$ cat config.mk
export PLATFORM = sky130hd
export DESIGN_NAME = nes_pad_reader_flat
export DESIGN_NICKNAME = d
export VERILOG_FILES = /design/src/rtl/nes_pad_if.sv /design/src/rtl/nes_pad_reader.sv /design/src/flat_wrapper.sv
export SDC_FILE = /design/constraint.sdc
export NUM_CORES = 1
export LEC_CHECK = 0
export CORE_ASPECT_RATIO = 0.7
export CORE_MARGIN = 5
export CORE_UTILIZATION = 59
export DETAILED_ROUTE_END_ITERATION = 8
export PLACE_DENSITY = 0.84
export SYNTH_ARGS = -nofsm -noshare
export SYNTH_HDL_FRONTEND = slang
export SYNTH_SLANG_ARGS = --single-unit
$ cat constraint.sdc
create_clock -name clk -period 5.9 [get_ports clk]
set_clock_uncertainty 0.1 [all_clocks]
set_input_delay 1.77 -clock clk [delete_from_list [all_inputs] [get_ports clk]]
set_output_delay 1.77 -clock clk [all_outputs]
set_load 0.1 [all_outputs]
$ cat src/rtl/nes_pad_if.sv
// NES pad reader bus: poll request, pad wires and decoded button results.
// The master side (poll controller plus pad) drives start and nes_data; the
// reader drives the pad clock/latch and the results.
interface nes_pad_if;
  logic       start;
  logic       nes_data;
  logic       nes_clk;
  logic       nes_latch;
  logic [7:0] buttons;
  logic       valid;
  logic       busy;
  logic [7:0] pressed;

  modport master (
    output start, nes_data,
    input  nes_clk, nes_latch, buttons, valid, busy, pressed
  );

  modport slave (
    input  start, nes_data,
    output nes_clk, nes_latch, buttons, valid, busy, pressed
  );
endinterface

$ cat src/rtl/nes_pad_reader.sv
// NES controller reader: on a start strobe in IDLE, pulses the pad latch for
// two half-periods, then clocks out eight serial bits (seven nes_clk high
// pulses), sampling each bit at the end of its low phase. The completed byte
// is published on buttons together with a one-cycle valid pulse.
// Optional feature macro NES_PAD_EDGE_EN: when defined, pressed reports the
// buttons that went from released to pressed on each valid pulse; when
// undefined, pressed is tied to zero.
module nes_pad_reader #(
  parameter int HALF_PERIOD = 150
) (
  input logic     clk,
  input logic     rst_n,
  nes_pad_if.slave bus
);

  typedef enum logic [2:0] {IDLE, LATCH, LOW, HIGH, DONE} state_t;

  localparam logic [9:0] PHASE_LAST = 10'(HALF_PERIOD - 1);

  state_t     state_reg;
  logic [9:0] phase_reg;
  logic [2:0] bit_reg;
  logic [7:0] shift_reg;
  logic [7:0] buttons_reg;
  logic       nes_clk_reg;
  logic       nes_latch_reg;
  logic       valid_reg;
  logic       busy_reg;
  logic [1:0] sync_reg;

  logic       nes_sync;
  logic       phase_done;
  logic       read_complete;
  logic [7:0] buttons_new;

  assign nes_sync      = sync_reg[1];
  assign phase_done    = (phase_reg == PHASE_LAST);
  // Last cycle of the eighth low phase: the final bit is sampled now.
  assign read_complete = (state_reg == LOW) && phase_done && (bit_reg == 3'd7);
  // Bit 7 is merged in directly so buttons and valid appear in the same cycle.
  assign buttons_new   = {~nes_sync, shift_reg[6:0]};

  // Two-flop synchronizer for the asynchronous pad data; idles released (1).
  always_ff @(posedge clk or negedge rst_n) begin
    if (!rst_n) begin
      sync_reg <= 2'b11;
    end else begin
      sync_reg <= {sync_reg[0], bus.nes_data};
    end
  end

  // Read sequencer; every output is registered alongside the state.
  // The latch phase is timed as two half-periods (bit_reg counts them) so the
  // 10-bit phase counter covers the full HALF_PERIOD range.
  always_ff @(posedge clk or negedge rst_n) begin
    if (!rst_n) begin
      state_reg     <= IDLE;
      phase_reg     <= '0;
      bit_reg       <= '0;
      shift_reg     <= '0;
      buttons_reg   <= '0;
      nes_clk_reg   <= 1'b0;
      nes_latch_reg <= 1'b0;
      valid_reg     <= 1'b0;
      busy_reg      <= 1'b0;
    end else begin
      case (state_reg)
        IDLE: begin
          nes_clk_reg   <= 1'b0;
          nes_latch_reg <= 1'b0;
          valid_reg     <= 1'b0;
          busy_reg      <= 1'b0;
          phase_reg     <= '0;
          bit_reg       <= '0;
          if (bus.start) begin
            state_reg     <= LATCH;
            nes_latch_reg <= 1'b1;
            busy_reg      <= 1'b1;
          end
        end
        LATCH: begin
          if (phase_done) begin
            phase_reg <= '0;
            if (bit_reg == 3'd1) begin
              state_reg     <= LOW;
              nes_latch_reg <= 1'b0;
              bit_reg       <= '0;
            end else begin
              bit_reg <= 3'd1;
            end
          end else begin
            phase_reg <= phase_reg + 10'd1;
          end
        end
        LOW: begin
          if (phase_done) begin
            phase_reg          <= '0;
            shift_reg[bit_reg] <= ~nes_sync;
            if (bit_reg == 3'd7) begin
              state_reg   <= DONE;
              buttons_reg <= buttons_new;
              valid_reg   <= 1'b1;
            end else begin
              state_reg   <= HIGH;
              nes_clk_reg <= 1'b1;
            end
          end else begin
            phase_reg <= phase_reg + 10'd1;
          end
        end
        HIGH: begin
          if (phase_done) begin
            phase_reg   <= '0;
            bit_reg     <= bit_reg + 3'd1;
            nes_clk_reg <= 1'b0;
            state_reg   <= LOW;
          end else begin
            phase_reg <= phase_reg + 10'd1;
          end
        end
        DONE: begin
          // A start seen here is dropped: reads only begin from IDLE.
          valid_reg <= 1'b0;
          busy_reg  <= 1'b0;
          state_reg <= IDLE;
        end
        default: begin
          state_reg <= IDLE;
        end
      endcase
    end
  end

`ifdef NES_PAD_EDGE_EN
  logic [7:0] pressed_reg;

  // Newly pressed buttons, valid only alongside the valid pulse.
  always_ff @(posedge clk or negedge rst_n) begin
    if (!rst_n) begin
      pressed_reg <= '0;
    end else if (read_complete) begin
      pressed_reg <= buttons_new & ~buttons_reg;
    end else begin
      pressed_reg <= '0;
    end
  end

  assign bus.pressed = pressed_reg;
`else
  assign bus.pressed = 8'h00;
`endif

  assign bus.nes_clk   = nes_clk_reg;
  assign bus.nes_latch = nes_latch_reg;
  assign bus.buttons   = buttons_reg;
  assign bus.valid     = valid_reg;
  assign bus.busy      = busy_reg;

endmodule

$ cat src/flat_wrapper.sv
// flat-port wrapper written by rule: the top's interface ports become plain ports
module nes_pad_reader_flat 
#(
  parameter int HALF_PERIOD = 150
)
  (clk, rst_n, bus_start, bus_nes_data, bus_nes_clk, bus_nes_latch, bus_buttons, bus_valid, bus_busy, bus_pressed);
  nes_pad_if bus_i ();
  input logic clk;
  input logic rst_n;
  input wire logic [$bits(bus_i.start)-1:0] bus_start;
  input wire logic [$bits(bus_i.nes_data)-1:0] bus_nes_data;
  output wire logic [$bits(bus_i.nes_clk)-1:0] bus_nes_clk;
  output wire logic [$bits(bus_i.nes_latch)-1:0] bus_nes_latch;
  output wire logic [$bits(bus_i.buttons)-1:0] bus_buttons;
  output wire logic [$bits(bus_i.valid)-1:0] bus_valid;
  output wire logic [$bits(bus_i.busy)-1:0] bus_busy;
  output wire logic [$bits(bus_i.pressed)-1:0] bus_pressed;
  assign bus_i.start = bus_start;
  assign bus_i.nes_data = bus_nes_data;
  assign bus_nes_clk = bus_i.nes_clk;
  assign bus_nes_latch = bus_i.nes_latch;
  assign bus_buttons = bus_i.buttons;
  assign bus_valid = bus_i.valid;
  assign bus_busy = bus_i.busy;
  assign bus_pressed = bus_i.pressed;
  nes_pad_reader #(.HALF_PERIOD(HALF_PERIOD)) u_core (.clk(clk), .rst_n(rst_n), .bus(bus_i));
endmodule
# Word level (Yosys, flattened, before mapping)
# Index checks and enable logic that the tools add are counted.
[classes]
n_reduce_logical = 17
bitwise_logic = 1
n_addsub = 2
shift = 0
multipliers = 0
magnitude_cmp = 2
n_eq_ne = 14
n_div = 0
muxes = 28
[op_table]
columns = ["operator", "count"]
rows = [
  ["$mux 3", 8],
  ["$pmux 10 s2", 1],
  ["$pmux 3 s4", 1],
  ["$reduce_and 3->1", 4],
  ["$add 10x1->10 const B", 1],
  ["$eq 10x8->1 const B", 1],
  ["$mux 1", 10],
  ["$mux 10", 1],
  ["$pmux 3 s3", 1],
  ["$bwmux 8", 1],
  ["$ne 2x1->1 const B", 4],
  ["$reduce_bool 2->1", 4],
  ["$eq 3x1->1 const B", 2],
  ["$eq 3x2->1 const B", 2],
  ["$eq 3x3->1 const B", 2],
  ["$ne 2x2->1 const B", 3],
  ["$pmux 1 s2", 3],
  ["$reduce_bool 3->1", 2],
  ["$reduce_and 5->1", 1],
  ["$lt 3x4->1 const B", 1],
  ["$reduce_and 4->1", 1],
  ["$add 3x1->3 const B", 1],
  ["$demux 1 s3", 1],
  ["$ge 3x1->1 const B", 1],
  ["other kinds (7)", 7],
]
[word_totals]
word_cells = 74
latchBits = 0
rom_bits = 0
in_bits = 4
output_inout_bits = 20
register_bits = 38
ram_bits = 0
memories = 0

# Depth between registers and ports, before layout
# Gate-level depths: netlist of run 1.
[depth]
depth_word = 5
depth_mapped = 7
ltp_nobuf = 6

# Least setup slack after synthesis of run 1
# OpenSTA, ideal clock, no wires.
[synth_timing]
path_kind = "reg-to-output"
from = "register u_core.nes_clk_reg, in the netlist u_core.bus.nes_clk"
to = "output port bus_nes_clk"
arrival_time_ns = 0.923
n_path_buf = 0
required_ns = 4.030
stages_incl_launch_ff = 1
path_slack_ns = 3.107
path_cell_list = "dfrtp_1"
[synth_lines]
columns = ["item", "line_no", "source"]
rows = [
  ["start, declared", "nes_pad_reader.sv:25", "logic nes_clk_reg;"],
  ["start signal, assigned", "nes_pad_reader.sv:62", "nes_clk_reg <= 1'b0;"],
  ["start signal, assigned", "nes_pad_reader.sv:69", "nes_clk_reg <= 1'b0;"],
  ["start signal, assigned", "nes_pad_reader.sv:105", "nes_clk_reg <= 1'b1;"],
  ["end, declared", "flat_wrapper.sv:12", "output wire logic [$bits(bus_i.nes_clk)-1:0] bus_nes_clk;"],
]
# No word-level cell between the ends.

# Worst setup path in the final report of run 1
[layout_timing]
from = "register u_core.nes_clk_reg, in the netlist u_core.bus.nes_clk"
to = "output port bus_nes_clk"
# No word-level cell between the ends.

==> metrics.txt, run 1 <==
status=complete, no violations; GRT Resource Usage Total=19.8%; H-tree lvl count=2; worst hold stages=0; Slew headroom=34.3%; global-route wire length before repair=6.96 mm; WHS=around 0.26 ns; DR iter-0 viols=104; nets=207; vias per inst=6.05; Antenna diodes=0; critical-path cell list=clkdlybuf4s50_1; CP Max Fanout=4; die footprint=4510 um^2; setup_tns=0 ns; number of global-route vias before repair=1456; Fillers=219; Hold Vio Cnt, Final=0; clock sinks=37; slowest cell on the critical path=clkdlybuf4s50_1; CP startpoint kind=flip-flop; Reg power frac=49.7%; critical path depth in cells=1; Syn Inst Count=184; CTS tree=yes; Crit path buffers/inverters=1; DR vias=1434; gr ovfl total=0; setup bufs post-CTS=0; Psw=0.000120 W; Final Wtd Congestion=around 0.84; largest net degree at the start of global routing=38; Die Wd=slightly below 80 um; I/O Buffers=15; Clock Power Share=44.6%; die height=57.7 um; hpwl dp=2.67 mm; io pins=24; fin crit share=63.0%; number of flops mapped to enable cells by yosys=0; CP Data Arrival Time=1.85 ns; Peak Freq=269 MHz; Largest delay share family, worst path=buffers and inverters; root buf cell=clkbuf_8; FF-to-FF path depth=4; fin crit period=3.72 ns; power density over the cells=237 nW/um^2; clk buf depth=2; drt first pass iters=4; Hold Crit Class=flip-flop to flip-flop; fraction of registers with async set/reset=100%; share of cells above drive strength 1=14.1%; row count=17; CTS buffer count=5; final wirelength=just under 4 mm; Worst path max stage delay=1.15 ns; CP Class=flip-flop to primary output; Switching Share=23.3%; sequential area share after synthesis=48.4%; Post-CTS Hold Buffers=0; antenna violations before repair=0; drt drc=0; Yosys reg bits=37; Reg clk slew, reported paths=0.07 ns; remaining antenna violation count=0; post-synth cell types=53; Primary FF master, synth=dfrtp_1; IR drop worst, VDD=about 0.00017 V; CP Capture Type=primary output; syn avg cell area=~10 um^2; Core Footprint=about 3100 um^2; leakage power=0.975 nW; area growth from synthesis to layout=13.2%; WL per Instance=16.5 um; worst slew pin tran=around 0.98 ns; # setup viols final=0; cell internal pwr=0.000394 W; Initial Util=61.0%; post-CTS sizing=0; Crit path required time=4.03 ns; Slew Limit Fails=0; Synth Warn #=0; Comb power frac=under 10%; Clk Latency, worst-skew pair=0.30 ns; Post-Synthesis Cell Area=1920 um^2; max_cap viols=0; RSZ-0062 raised after global routing=false; max reg flops=10
placed cells by master (no fill, tap or decap), types with 2 or more instances in the layout:
cell type,Yosys,layout
nand2_1,16,16
clkdlybuf4s50_1,0,15
nor2_1,8,8
mux2i_1,6,6
nand3_1,4,4
a21oi_1,5,5
o21ai_0,11,11
a21o_1,3,3
o21bai_1,2,2
clkbuf_8,0,6
nor2b_1,3,3
nor3_1,4,4
or4_1,2,2
o31ai_1,7,7
mux2_2,7,7
nand2b_1,4,4
o41ai_1,2,2
inv_1,9,9
dfstp_2,2,2
dfrtp_1,35,35
nand4_1,2,2
a22o_1,3,3
conb_1,1,8
ha_1,5,5
nand3b_1,2,2
power groups by stage:
stage	logic, W	clock network [W]	registers (W)
floorplan	0.0000269	0	0.000260
global placement	0.0000292	0	0.000260
global route	0.0000310	0.000246	0.000256
CTS	0.0000295	0.000232	0.000256
finish	0.0000292	0.000229	0.000256
detailed placement	0.0000295	0	0.000261
per-layer routing:
layer	global-route usage (%)	share of wire [%]	up-vias	wire length (um)
li1	-	-	679	-
met1	25.6	45	689	1760
met2	31.7	48	58	1860
met3	4.66	5.3	8	205
met4	9.23	1.8	0	72
met5	0	0	-	0
cell type report:
type | instances | area, um^2 | area share [%]
tap | 38 | 47.5 | 2.19
sequential | 37 | 928 | 42.7
clock inverter | 2 | 37.5 | 1.73
multi-input combinational | 129 | 885 | 40.7
inverter | 9 | 33.8 | 1.56
clock buffer | 6 | 82.6 | 3.80
timing repair buffer | 16 | 158 | 7.26
logic make-up (layout without fill, tap and decap cells):
group | Yosys count | after routing | share of synthesized area, %
adders and majority gates | 5 | 5 | 3.26
DFF | 37 | 37 | 48.4
AOI/OAI and AO/OA | 43 | 43 | 15.5
muxes | 13 | 13 | 7.24
buffers and inverters | 25 | 33 | 6.91
other | 1 | 8 | 0.195
and+or+nand+nor | 60 | 60 | 18.6
per-stage QoR:
stage	power, W	setup slack [ns]	util (%)	instance area (um^2)	std cells
final	0.000514	2.18	69.0	2170	237
after CTS	0.000517	2.19	69.0	2170	237
after detailed placement	0.000290	2.52	65.2	2050	229
after global placement	0.000290	2.53	65.2	2050	229
after global routing	0.000532	2.13	69.0	2170	237
after floorplan	0.000287	3.11	-	1950	191
Yosys cell counts (2+ instances only):
master | n | share of area (%)
nand3_1 | 4 | 1.0
nand2b_1 | 4 | 1.3
nand3b_1 | 2 | 0.78
dfrtp_1 | 35 | 46
mux2_2 | 7 | 4.1
nand2_1 | 16 | 3.1
buf_4 | 8 | 3.1
o21bai_1 | 2 | 0.78
o41ai_1 | 2 | 0.91
dfstp_2 | 2 | 2.7
mux2i_1 | 6 | 3.1
buf_1 | 2 | 0.39
clkbuf_1 | 4 | 0.78
ha_1 | 5 | 3.3
a21o_1 | 3 | 1.2
o21ai_0 | 11 | 2.9
or4_1 | 2 | 0.78
nand4_1 | 2 | 0.65
nor2_1 | 8 | 1.6
nor3_1 | 4 | 1.0
inv_1 | 9 | 1.8
nor2b_1 | 3 | 0.98
a22o_1 | 3 | 1.4
o31ai_1 | 7 | 2.7
a21oi_1 | 5 | 1.3
path summary, 6_finish.rpt:
kind	end	slack, ns	from
setup reg to reg	u_core.shift_reg[0]	3.26	u_core.state_reg[2]
max in group asynchronous	u_core.sync_reg[1]	3.56	rst_n
hold / removal	u_core.sync_reg[1]	0.26	u_core.sync_reg[0]
min in group asynchronous	u_core.shift_reg[3]	1.79	rst_n
hold reg to reg	u_core.sync_reg[1]	0.26	u_core.sync_reg[0]
setup / recovery	bus_nes_clk	2.18	u_core.bus.nes_clk
Note: power is estimated with default switching activity, not from simulation.
==> run 2: changes to the inputs <==
Settings changed: CORE_UTILIZATION 59 to 55, PLACE_DENSITY 0.84 to 0.79.
Clock period 5.9 ns to 3.5 ns, I/O delays scaled along.
==> run 2 against run 1 <==
Compared with the run above: final cell count increased by 4.6%; sequential power is 68% higher; wire length down 9.1%; core utilization decreased by 7.3 points; cell area is 2.1% lower; critical path depth increased by 3; non-clock buffer count unchanged; power increased by 52%; register-to-register slack worse by 2.3 ns; worst setup slack got worse by 1.3 ns.
==> metrics.txt, run 2 (synthesized netlist as in run 1, its figures left out) <==
CP Capture Type=flip-flop; commonest non-fill, non-tap cell in the layout=dfrtp_1; row count=18; io pins=24; setup bufs post-CTS=0; Peak Freq=388 MHz; antenna violations before repair=0; gr ovfl total=0; nets=207; area growth from synthesis to layout=10.8%; RSZ-0062 raised after global routing=false; share of cells above drive strength 1=about 20%; power density over the cells=about 370 nW/um^2; pre-CTS WS=0.928 ns; GRT Resource Usage Total=~17%; area post-placement=2040 um^2; Slew Limit Fails=0; CP Class=flip-flop to flip-flop; die footprint=approximately 4800 um^2; register area=slightly above 900 um^2; max_cap viols=0; post-route cell area=between 2000 and 2500 um^2; IR drop worst, VDD=0.000305 V; fin crit period=2.57 ns; drt first pass iters=4; Hold Vio Cnt, Final=0; commonest cells after routing, fill and taps aside=dfrtp_1 (35), nand2_1 (16), buf_4 (13), o21ai_0 (11), inv_1 (9); area of the multi-input gates=between 800 and 900 um^2; worst slew pin tran=0.901 ns; remaining antenna violation count=0; number of global-route vias before repair=1364; clock sinks=37; hpwl dp=2.50 mm; Crit path required time=around 3.6 ns; Final Wtd Congestion=0.815; max reg flops=10; CTS tree=yes; Antenna diodes=0; Post-CTS Hold Buffers=0; Slew headroom=between 30% and 40%; root buf cell=clkbuf_8; status=complete, no violations; global-route wire length before repair=6.29 mm; CP Data Arrival Time=2.69 ns; DR iter-0 viols=158; Hold Crit Class=flip-flop to flip-flop; Reg clk slew, reported paths=0.07 ns; final wirelength=approximately 3.6 mm; FF-to-FF path depth=4; CTS buffer count=5; leakage power=0.981 nW; DR vias=1394; setup_tns=0 ns; CP startpoint kind=flip-flop; vias per inst=5.62; Die Wd=80.6 um; Fillers=283; worst hold stages=0; I/O Buffers=15; largest net degree at the start of global routing=38; CP Max Fanout=33; WL per Instance=about 14 um; Final WS setup=0.926 ns; Clk Latency, worst-skew pair=0.29 ns; post-CTS sizing=0; fin crit share=roughly three quarters; H-tree lvl count=2; # setup viols final=0; Initial Util=between 50% and 60%; die height=59.4 um; drt drc=0; clk buf depth=2; Core Footprint=3450 um^2
-- run 2: final timing paths --
| check | start | end | slack, ns |
|---|---|---|---|
| setup / recovery | u_core.state_reg[2] | u_core.shift_reg[0] | 0.93 |
| hold / removal | u_core.sync_reg[0] | u_core.sync_reg[1] | 0.26 |
| setup reg to reg | u_core.state_reg[2] | u_core.shift_reg[0] | 0.93 |
| hold reg to reg | u_core.sync_reg[0] | u_core.sync_reg[1] | 0.26 |
| max in group asynchronous | rst_n | u_core.sync_reg[1] | 1.88 |
| min in group asynchronous | rst_n | u_core.bus.buttons[3] | 1.07 |
-- run 2: through the flow --
stage	std cells	power, W	hold WS, ns	util, %
floorplan	191	0.000483	0.245	-
global placement	241	0.000488	0.246	59.1
detailed placement	241	0.000489	0.247	59.1
CTS	248	0.000787	0.257	61.7
global route	248	0.000809	0.260	61.7
finish	248	0.000781	0.259	61.7
-- run 2: layer usage --
layer	track usage [%]	wire length [um]	vias to the layer above
met5	0	0	-
met4	5.54	27	0
met3	4.10	248	4
met2	25.6	1550	43
met1	24.0	1730	670
li1	-	-	677
-- run 2: power by group --
part | leakage, nW | internal, W | total (W) | switching [W]
Combinational | 0.457 | 0.00000371 | 0.0000493 | 0.0000456
Clock | 0.0433 | 0.000156 | 0.000301 | 0.000146
Sequential | 0.480 | 0.000430 | 0.000431 | 0.00000153
Total | 0.981 | 0.000589 | 0.000781 | 0.000193
-- run 2: critical path, cell delays in order (launching register included) --
cell and delay, ns:
dfrtp_1 0.71, or4b_2 0.76, or4_1 0.54, nor3_2 0.17, mux2i_1 0.20
-- run 2: area by class of cell --
class,instances,share of cell area (%)
inverter,9,1.59
tap,50,2.94
clock buffer,6,3.88
clock inverter,1,0.353
timing repair buffer,16,6.00
multi-input combinational,129,41.6
sequential,37,43.6
==> run 3: changes to the inputs <==
Settings changed: CORE_UTILIZATION 55 to 49, PLACE_DENSITY 0.79 to 0.75.
Clock period 3.5 ns to 2.1 ns, I/O delays scaled along.
==> run 3 against run 2 <==
Compared with the run above: the run now ends with setup timing left; worst setup slack got worse by 0.94 ns; register-to-register slack got worse by 0.94 ns; cell area rose by 16%; die area rose by 10%; worst hold slack barely moved; maximum frequency rose by 22%; sequential share of layout area fell by 6.1 points; clock-buffer cell count fell by 1; combinational power rose by 73%; final cell count rose by 6.9%.
==> metrics.txt, run 3 (synthesized netlist as in run 1, its figures left out) <==
status=finished with violations; failing checks=setup timing; max_cap viols=0; power density over the cells=621 nW/um^2; grt met1 use=roughly 22%; Hold Vio Cnt, Final=0; # setup viols final=1; setup_tns=-0.0187 ns; fin crit share=101%; I/O Buffers=15; remaining antenna violation count=0; Largest delay share family, worst path=simple AND/OR/NAND/NOR gates; root buf cell=clkbuf_8; drt first pass iters=5; Initial Util=49.8%; met2 usage=about a quarter; row count=19; final wirelength=4.16 mm; Die Wd=~85 um; Clk Latency, worst-skew pair=0.29 ns; slowest cell on the critical path=or4b_4; setup bufs post-CTS=0; gr ovfl total=0; GRT Max-Usage Layer=met2; Reg clk slew, reported paths=roughly 0.070 ns; WL per Instance=15.7 um; share of cells above drive strength 1=between 20% and 30%; Hold Crit Class=flip-flop to flip-flop; H-tree lvl count=2; Peak Freq=472 MHz; RSZ-0062 raised after global routing=true; global-route wire length before repair=6.91 mm; io pins=24; CTS tree=yes; DR vias=~1500; fin crit period=2.12 ns; IR drop worst, VDD=0.000413 V; area growth from synthesis to layout=28.7%; CP Max Fanout=6; die height=62.4 um; die footprint=5290 um^2; Crit path buffers/inverters=0; Post-CTS Hold Buffers=0; clk buf depth=2; antenna violations before repair=0; Fillers=317; commonest non-fill, non-tap cell in the layout=dfrtp_1; critical-path cell list=or4b_4 -> or3_4 -> a21o_1 -> a22o_1; CP Capture Type=flip-flop; DR iter-0 viols=approximately 130; vias per inst=5.74; Slew Limit Fails=0; Crit path required time=2.18 ns; total power=0.00153 W; number of global-route vias before repair=1451; leakage power=1.12 nW; GRT Resource Usage Total=16.4%; met3 Use GR=under 10%; CP Data Arrival Time=around 2.2 ns; clock sinks=37; CTS buffer count=5; nets=around 220; largest net degree at the start of global routing=33; drt drc=0; commonest cells after routing, fill and taps aside=dfrtp_1 (35), nand2_1 (16), buf_12 (13), buf_4 (13), inv_1 (9); max reg flops=10; Core Footprint=3850 um^2; Worst path max stage delay=0.59 ns; CP Class=flip-flop to flip-flop; Antenna diodes=0; CP startpoint kind=flip-flop; Final WS setup=-0.0187 ns; hpwl dp=around 2.9 mm; Final Wtd Congestion=a little under 0.9
run 3: final timing paths:
check	from	end	slack [ns]	cells past startpoint
min in group asynchronous	rst_n	u_core.bus.nes_clk	0.50	1
worst max-delay path	u_core.phase_reg[6]	u_core.bit_reg[1]	-0.02	4
max in group asynchronous	rst_n	u_core.sync_reg[1]	0.85	2
worst max register to register	u_core.phase_reg[6]	u_core.bit_reg[1]	-0.02	4
worst min register to register	u_core.sync_reg[0]	u_core.sync_reg[1]	0.26	0
worst min-delay path	u_core.sync_reg[0]	u_core.sync_reg[1]	0.26	0
run 3: power by group:
part | switching [W] | total (W) | leakage, nW | internal, W
Clock | 0.000259 | 0.000730 | 0.0681 | 0.000472
Combinational | 0.0000767 | 0.0000855 | 0.572 | 0.00000874
Sequential | 0.00000239 | 0.000718 | 0.480 | 0.000716
Total | 0.000338 | 0.00153 | 1.12 | 0.00120
run 3: what timing repair did:
item                       in CTS  in global routing
cloned                          0                  1
setup endpoints to repair       6                  9
pin swaps                       1                  3
resized for setup               2                  6
run 3: cell type report:
class / count / area [um^2] / area share [%]
Sequential cell: 37 / 928 / 37.6
Multi-Input combinational cell: 130 / 921 / 37.3
Tap cell: 52 / 65.1 / 2.63
Clock inverter: 3 / 65.1 / 2.63
Timing Repair Buffer: 29 / 388 / 15.7
Clock buffer: 5 / 68.8 / 2.79
Inverter: 9 / 33.8 / 1.37
run 3: per-layer routing:
layer	routed length, um	up-vias
met1	1890	725
met4	136	0
met2	1850	69
li1	-	709
met3	289	18
met5	0	-
run 3: worst register-to-register path: cells and delay by family, from the launching register on:
family,cells,cell delay (ns)
compound gates,2,0.45
flops,1,0.40
simple gates,2,1.06
run 3: per-stage QoR:
step	std cells	cell area [um^2]	hold WS, ns	util [%]	setup WS [ns]
after floorplan	191	1950	0.234	-	0.0216
after global placement	256	2300	0.246	59.7	-0.00269
after detailed placement	256	2300	0.248	59.7	-0.0713
after CTS	264	2440	0.259	63.5	0.00369
after global routing	265	2470	0.265	64.1	-0.0708
final	265	2470	0.258	64.1	-0.0187
